`src/rtl/keypad_sequencer.sv`:
```
// rtl/keypad_sequencer.sv - keypad entry FSM producing A, OP, B and enable E for the operator
module keypad_sequencer #(
  parameter int TIMEOUT_CYCLES = 50000000,
  parameter int CNT_W          = 26
) (
  input  logic       clk,
  input  logic       reset,
  input  logic       key_pressed,
  input  logic [3:0] key_code,
  output logic [3:0] A,
  output logic [3:0] OP,
  output logic [3:0] B,
  output logic       E,
  output logic [2:0] state,
  output logic       key_err
);

  typedef enum logic [2:0] {
    S_A    = 3'd0,
    S_OP   = 3'd1,
    S_B    = 3'd2,
    S_EQ   = 3'd3,
    S_SHOW = 3'd4
  } st_t;

  localparam logic [3:0] K_ADD  = 4'b1100;
  localparam logic [3:0] K_EQ   = 4'b1101;
  localparam logic [3:0] K_CLR  = 4'b1110;
  localparam logic [3:0] K_NONE = 4'b1111;

  // A zero timeout disables the auto-clear entirely.
  localparam bit               TO_EN   = (TIMEOUT_CYCLES > 0);
  localparam logic [CNT_W-1:0] TO_LAST = TO_EN ? CNT_W'(TIMEOUT_CYCLES - 1) : '0;

  st_t              st;
  logic             key_prev;
  logic [CNT_W-1:0] cnt;

  logic accept;
  logic is_digit;
  logic is_op;
  logic is_eq;
  logic is_clr;
  logic partial;
  logic timeout_hit;

  // The "none" code never counts as a key, so it cannot disturb state or timer.
  assign accept      = key_pressed && !key_prev && (key_code != K_NONE);
  assign is_digit    = (key_code <= 4'd9);
  assign is_op       = (key_code >= 4'b1010) && (key_code <= K_ADD);
  assign is_eq       = (key_code == K_EQ);
  assign is_clr      = (key_code == K_CLR);
  assign partial     = (st == S_OP) || (st == S_B) || (st == S_EQ);
  assign timeout_hit = TO_EN && partial && !accept && (cnt == TO_LAST);

  assign state = st;

  // Entry FSM, edge detector and inactivity timer; a key in the firing cycle beats the timeout.
  always_ff @(posedge clk) begin
    if (reset) begin
      st       <= S_A;
      A        <= 4'd0;
      B        <= 4'd0;
      OP       <= K_ADD;
      E        <= 1'b0;
      key_err  <= 1'b0;
      cnt      <= '0;
      key_prev <= 1'b1;
    end else begin
      key_prev <= key_pressed;
      key_err  <= 1'b0;

      if (accept || timeout_hit || !partial) begin
        cnt <= '0;
      end else begin
        cnt <= cnt + CNT_W'(1);
      end

      if ((accept && is_clr) || timeout_hit) begin
        st <= S_A;
        A  <= 4'd0;
        B  <= 4'd0;
        OP <= K_ADD;
        E  <= 1'b0;
      end else if (accept) begin
        case (st)
          S_A: begin
            if (is_digit) begin
              A  <= key_code;
              st <= S_OP;
            end else begin
              key_err <= 1'b1;
            end
          end
          S_OP: begin
            if (is_digit) begin
              A <= key_code;
            end else if (is_op) begin
              OP <= key_code;
              st <= S_B;
            end else begin
              key_err <= 1'b1;
            end
          end
          S_B: begin
            if (is_digit) begin
              B  <= key_code;
              st <= S_EQ;
            end else if (is_op) begin
              OP <= key_code;
            end else begin
              key_err <= 1'b1;
            end
          end
          S_EQ: begin
            if (is_digit) begin
              B <= key_code;
            end else if (is_eq) begin
              E  <= 1'b1;
              st <= S_SHOW;
            end else begin
              key_err <= 1'b1;
            end
          end
          S_SHOW: begin
            // A new digit starts the next calculation, keeping the previous operator.
            if (is_digit) begin
              A  <= key_code;
              B  <= 4'd0;
              E  <= 1'b0;
              st <= S_OP;
            end else if (is_op) begin
              key_err <= 1'b1;
            end
          end
          default: begin
            st <= S_A;
            A  <= 4'd0;
            B  <= 4'd0;
            OP <= K_ADD;
            E  <= 1'b0;
          end
        endcase
      end
    end
  end

endmodule

```
`config.mk`:
```
export PLATFORM = sky130hd
export DESIGN_NAME = keypad_sequencer
export DESIGN_NICKNAME = d
export VERILOG_FILES = /design/src/rtl/keypad_sequencer.sv
export SDC_FILE = /design/constraint.sdc
export NUM_CORES = 1
export LEC_CHECK = 0
export CORE_MARGIN = 4
export CORE_UTILIZATION = 40
export CTS_CLUSTER_SIZE = 25
export DETAILED_ROUTE_END_ITERATION = 8
export GPL_ROUTABILITY_DRIVEN = 0
export SLEW_MARGIN = 20
export SYNTH_ARGS = -nofsm -noshare
export SYNTH_HDL_FRONTEND = slang
export SYNTH_SLANG_ARGS = --single-unit
export TNS_END_PERCENT = 50
```
`constraint.sdc`:
```
create_clock -name clk -period 3.5 [get_ports clk]
set_input_delay 0.7 -clock clk [delete_from_list [all_inputs] [get_ports clk]]
set_output_delay 0.7 -clock clk [all_outputs]
set_load 0.05 [all_outputs]
```
# Yosys cells after proc, flatten, opt, wreduce, memory -nomap -nowiden

Index checks and enable logic that the tools add are counted.

$add $sub $neg: 1
Magnitude comparators: 3
Equality and inequality tests: 19
Muxes and demuxes: 26
Bitwise operators: 5
Reductions and logical operators: 30

Operator list:

| kind                                                             | count |
|---|---|
| 26-bit by 1-bit adder with 26-bit output (second input constant) | 1 |
| 26-bit == test (second input constant)                           | 1 |
| 3-bit two-way mux                                                | 6 |
| 4-bit two-way mux                                                | 4 |
| 4-bit one-hot mux with 2 select lines                            | 2 |
| 2-bit != test (second input constant)                            | 7 |
| 3-bit one-hot mux with 4 select lines                            | 1 |
| 4-bit one-hot mux with 3 select lines                            | 1 |
| 2-bit OR reduction                                               | 6 |
| 3-bit OR reduction                                               | 4 |
| 1-bit two-way mux                                                | 10 |
| 4-bit == test (second input constant)                            | 2 |
| 4-bit <= comparator (second input constant)                      | 2 |
| 2-bit by 1-bit != test with 1-bit output (second input constant) | 4 |
| 4-bit AND reduction                                              | 2 |
| 7-bit AND reduction                                              | 1 |
| 3-bit by 2-bit == test with 1-bit output (second input constant) | 2 |
| 1-bit logical AND                                                | 6 |
| 1-bit logical OR                                                 | 5 |
| 1-bit inverter                                                   | 5 |
| 5-bit AND reduction                                              | 1 |
| 4-bit >= comparator (second input constant)                      | 1 |
| 4-bit != test (second input constant)                            | 1 |
| 1-bit one-hot mux with 4 select lines                            | 1 |
| 6 further kinds                                                  | 8 |

Bits in registers: 44
Input bits: 7
Output and inout port bits: 17
Word-level logic and storage cells: 92

# Logic depth before layout (Yosys ltp)

Word-level depth: 9
Gate-level depth with buffers: 7
Depth with buffers taken out: 6

# Least setup slack after synthesis

OpenSTA, ideal clock, no wires.

Path kind: input -> register
From: input key_code[1]
To: register st[1] (netlist: state[1])
Setup time: 70 ps
Arrival: 1918 ps
Required time: 3430 ps
Slack: 1512 ps
Stages on the path: 5
Buffers on the path: 0
Cells stage by stage: or3b_1 a21oi_1 a31oi_1 or4_1 a21oi_1

Cells in the longest elaborated chain, start to end: 7
Elaborated cells on any way between the ends: 21
Classes of those cells: 3 x order compare; 9 x eq/ne; 9 x reduce/logical

Ends and longest elaborated chain:

| element                                                     | line | text |
|---|---|---|
| start: declaration                                          | 9    | `input logic [3:0] key_code,` |
| branches (longest 7 deep; another with 4-bit >= comparator) | --   |  |
| end signal: assignment                                      | 61   | `st <= S_A;` |
| end signal: assignment                                      | 80   | `st <= S_A;` |
| end signal: assignment                                      | 90   | `st <= S_OP;` |
| end: declaration                                            | 35   | `st_t st;` |

Parallel ways; which one is timed is not known.
A chain may end at the register's enable or synchronous reset.

# Worst setup path in the final report

From: register st[2] (netlist: state[2])
To: output state[2]

RTL lines:

| element          | line | text |
|---|---|---|
| end: declaration | 14   | `output logic [2:0] state,` |

No word-level cell between the ends.

==> results by group <==
Run status
  – Status: complete, no violations

Detailed routing
  – Via density: 5.32
  – Routed Antenna Nets: 0
  – Final WL: 4790 um
  – DR pass1 iterations: 4
  – Per-cell routed wire length: 13.5 um
  – DR iter-0 viols: 157
  – Residual DRC count: 0
  – Total number of vias: 1884

Critical path
  – CP Cell Sequence: clkdlybuf4s50_1
  – CP Data Required Time: 2.80 ns
  – CP max-delay cell: clkdlybuf4s50_1
  – Top delay family on crit path: buffers and inverters
  – Startpoint Class: register
  – CP arrival: 2.03 ns
  – Crit Path Max Fanout: 19
  – Critical path class: register to primary output
  – Worst path buffer plus inverter count: 1
  – CP endpoint kind: primary output
  – Max stage delay on crit path: 0.94 ns

Placed design
  – Post-Place Setup Slack: 0.667 ns
  – Half-perimeter wire length after placement: 3350 um
  – I/O Buffers: 23
  – Placed Instances: 346

Synth
  – Flops & latches, synth: 44
  – Avg Inst Size Synth: 8.37 um^2
  – Synth area leaders: dfxtp_1 (40%), nor2_1 (6.9%), xor2_1 (6.8%), a21oi_1 (4.4%), nand3_1 (4.1%)
  – Syn nets: 268
  – Synth top area share: 40.5%
  – Mapped Area: 0.00218 mm^2
  – Seq/Total Area, Yosys: 40.5%
  – Post-synth EDFFs: 0
  – Async S/R FF share, synth: 0%
  – Netlist cell types: 48
  – Post-synth top area cell: dfxtp_1
  – Primary FF master, synth: dfxtp_1
  – Yosys Warn Count: 0
  – Synthesized instance count: 260

Layout
  – FILL cells: 527
  – Nets: 291
  – Antenna cells: 0
  – Sequential cell area: 881 um^2
  – Area grow syn2layout: 19.3%
  – Commonest cells after routing, fill and taps aside: dfxtp_1 (44), nor2_1 (40), clkdlybuf4s50_1 (23), nand2_1 (22), a21oi_1 (19)
  – Layout cell share with drive strength beyond 1: 7.75%
  – Final non-filler cell total: 354
  – Area occupied by multi-input gates: 0.00122 mm^2
  – Commonest non-fill, non-tap cell in the layout: dfxtp_1

CTS
  – CTS Buffer Depth: 2
  – Clk sink count: 44
  – Post-CTS sizing: 0
  – CTS Buf Count: 5
  – H-tree levels: 2
  – CTS tree: built
  – CTS Hold Buffers Added: 0
  – CTS root buf: clkbuf_8
  – Clock latency on the worst-skew pair: 0.30 ns
  – Setup Fix Bufs, Post-CTS: 0
  – Clock transition at the registers of the reported paths: 0.09 ns

Pwr
  – Tot Pwr: 960 uW
  – Cell Pwr Density: 370 mW/mm^2
  – Int Power: 739 uW
  – Pleak: 0.000855 uW
  – Sequential share of power: 52.8%
  – Comb pwr share: 6.5%
  – IR drop worst, VDD: 0.000217 V
  – Clock share of power: 40.8%
  – P_sw: 221 uW
  – Sw frac: 23.0%

Worst hold path
  – Min-delay worst type: register to register

Timing
  – Slew @ Worst Pin: 0.712 ns
  – Hold slack: 0.456 ns
  – Max-slew headroom: 52.5%
  – Final TNS setup: 0 ns
  – Final Cycle Share: 78.0%
  – Final setup viols: 0
  – Final Skew: 0.00627 ns
  – Highest Clock Rate: 0.366 GHz
  – Final hold vios: 0
  – RSZ-0062 raised after global routing: no
  – Tmin final: 2.73 ns
  – Final worst slack: 0.771 ns
  – Final slew viol count: 0

Floorplan
  – Cell Rows: 26
  – Die Wd: 81.8 um
  – Core area: 0.00520 mm^2
  – Die ar.: 0.00668 mm^2
  – Die Y: 81.8 um
  – Initial Utilization: 41.8%
  – Top Ports: 24

GRT
  – Vias in the first global route: 1794
  – Initial antenna violation count: 0
  – Total track usage: 16.2%
  – Grt total ovfl: 0
  – First-pass GRT wire length: 8420 um
  – Largest net degree at the start of global routing: 20

Job
  – MaxCap Viol Count: 0
## worst paths after layout
path / startpoint / endpoint / slack, ns / cells past startpoint
worst min register to register: A[1]$_SDFFE_PP0P_ / A[1]$_SDFFE_PP0P_ / 0.46 / 2
worst max register to register: cnt[0]$_SDFF_PP0_ / E$_SDFFE_PP0P_ / 1.36 / 7
worst max-delay path: state[2]$_SDFFE_PP0P_ / state[2] / 0.77 / 1
worst min-delay path: A[1]$_SDFFE_PP0P_ / A[1]$_SDFFE_PP0P_ / 0.46 / 2
## synthesized netlist by cell type (4+ instances only)
library cell	number
nand3_1	18
dfxtp_1	44
xor2_1	17
xnor2_1	7
clkbuf_1	8
inv_1	4
nor2_1	40
buf_2	5
a21oi_1	19
nand4_1	12
nand2_1	22
o21ai_0	8
and3_1	7
and4_1	5
## flip-flops by register name, indices dropped and copies added (netlist names)
register and flops:
cnt 26, A 4, B 4, OP 4
state 3, E 1, key_err 1, key_prev 1
## cells by family (layout without fill, tap and decap cells)
kind of cell             after synthesis  count (layout)  synth area share [%]
XOR/XNOR                              24              24                  9.66
AND/OR/NAND/NOR                      127             127                  31.3
adder cells (fa/ha/maj)                1               1                 0.575
flip-flops                            44              44                  40.5
AO/OA/AOI/OAI                         46              46                  14.3
multiplexers                           1               1                 0.460
buffers and inverters                 17              41                  3.22
## power by group through the flow
| stage | logic, uW | registers (uW) | clock network [uW] |
|---|---|---|---|
| 3_3_place_gp | 61.4 | 518 | 0 |
| 4_1_cts | 61.9 | 507 | 406 |
| 3_5_place_dp | 61.7 | 518 | 0 |
| 5_1_grt | 68.0 | 507 | 420 |
| 2_1_floorplan | 34.1 | 523 | 0 |
| 6_report | 62.0 | 506 | 392 |
## routing by layer
layer / track usage, % / share of wire [%] / up-vias
met5: 0 / 0 / -
met4: 6.98 / 1.8 / 0
met3: 3.18 / 3.6 / 7
met2: 21.9 / 40 / 41
met1: 24.5 / 55 / 870
li1: - / - / 966
## area by class of cell
class	instances	share of cell area, %
Tap cell	70	3.38
Multi-Input combinational cell	199	47.2
Timing Repair Buffer	29	10.6
Clock buffer	5	2.65
Sequential cell	44	33.9
Inverter	4	0.579
Clock inverter	3	1.64
## through the flow
step	instance area (um^2)	util (%)
after floorplan	2180	-
after CTS	2590	49.9
after global placement	2480	47.7
after global routing	2590	49.9
after detailed placement	2480	47.7
final	2590	49.9
## tightest hold or removal path: cells and delay by family (launching register included)
| kind | cells | cell delay [ns] |
|---|---|---|
| compound gates | 1 | 0.05 |
| flops | 1 | 0.32 |
| simple gates | 1 | 0.05 |
(Power assumes the default switching activity.)
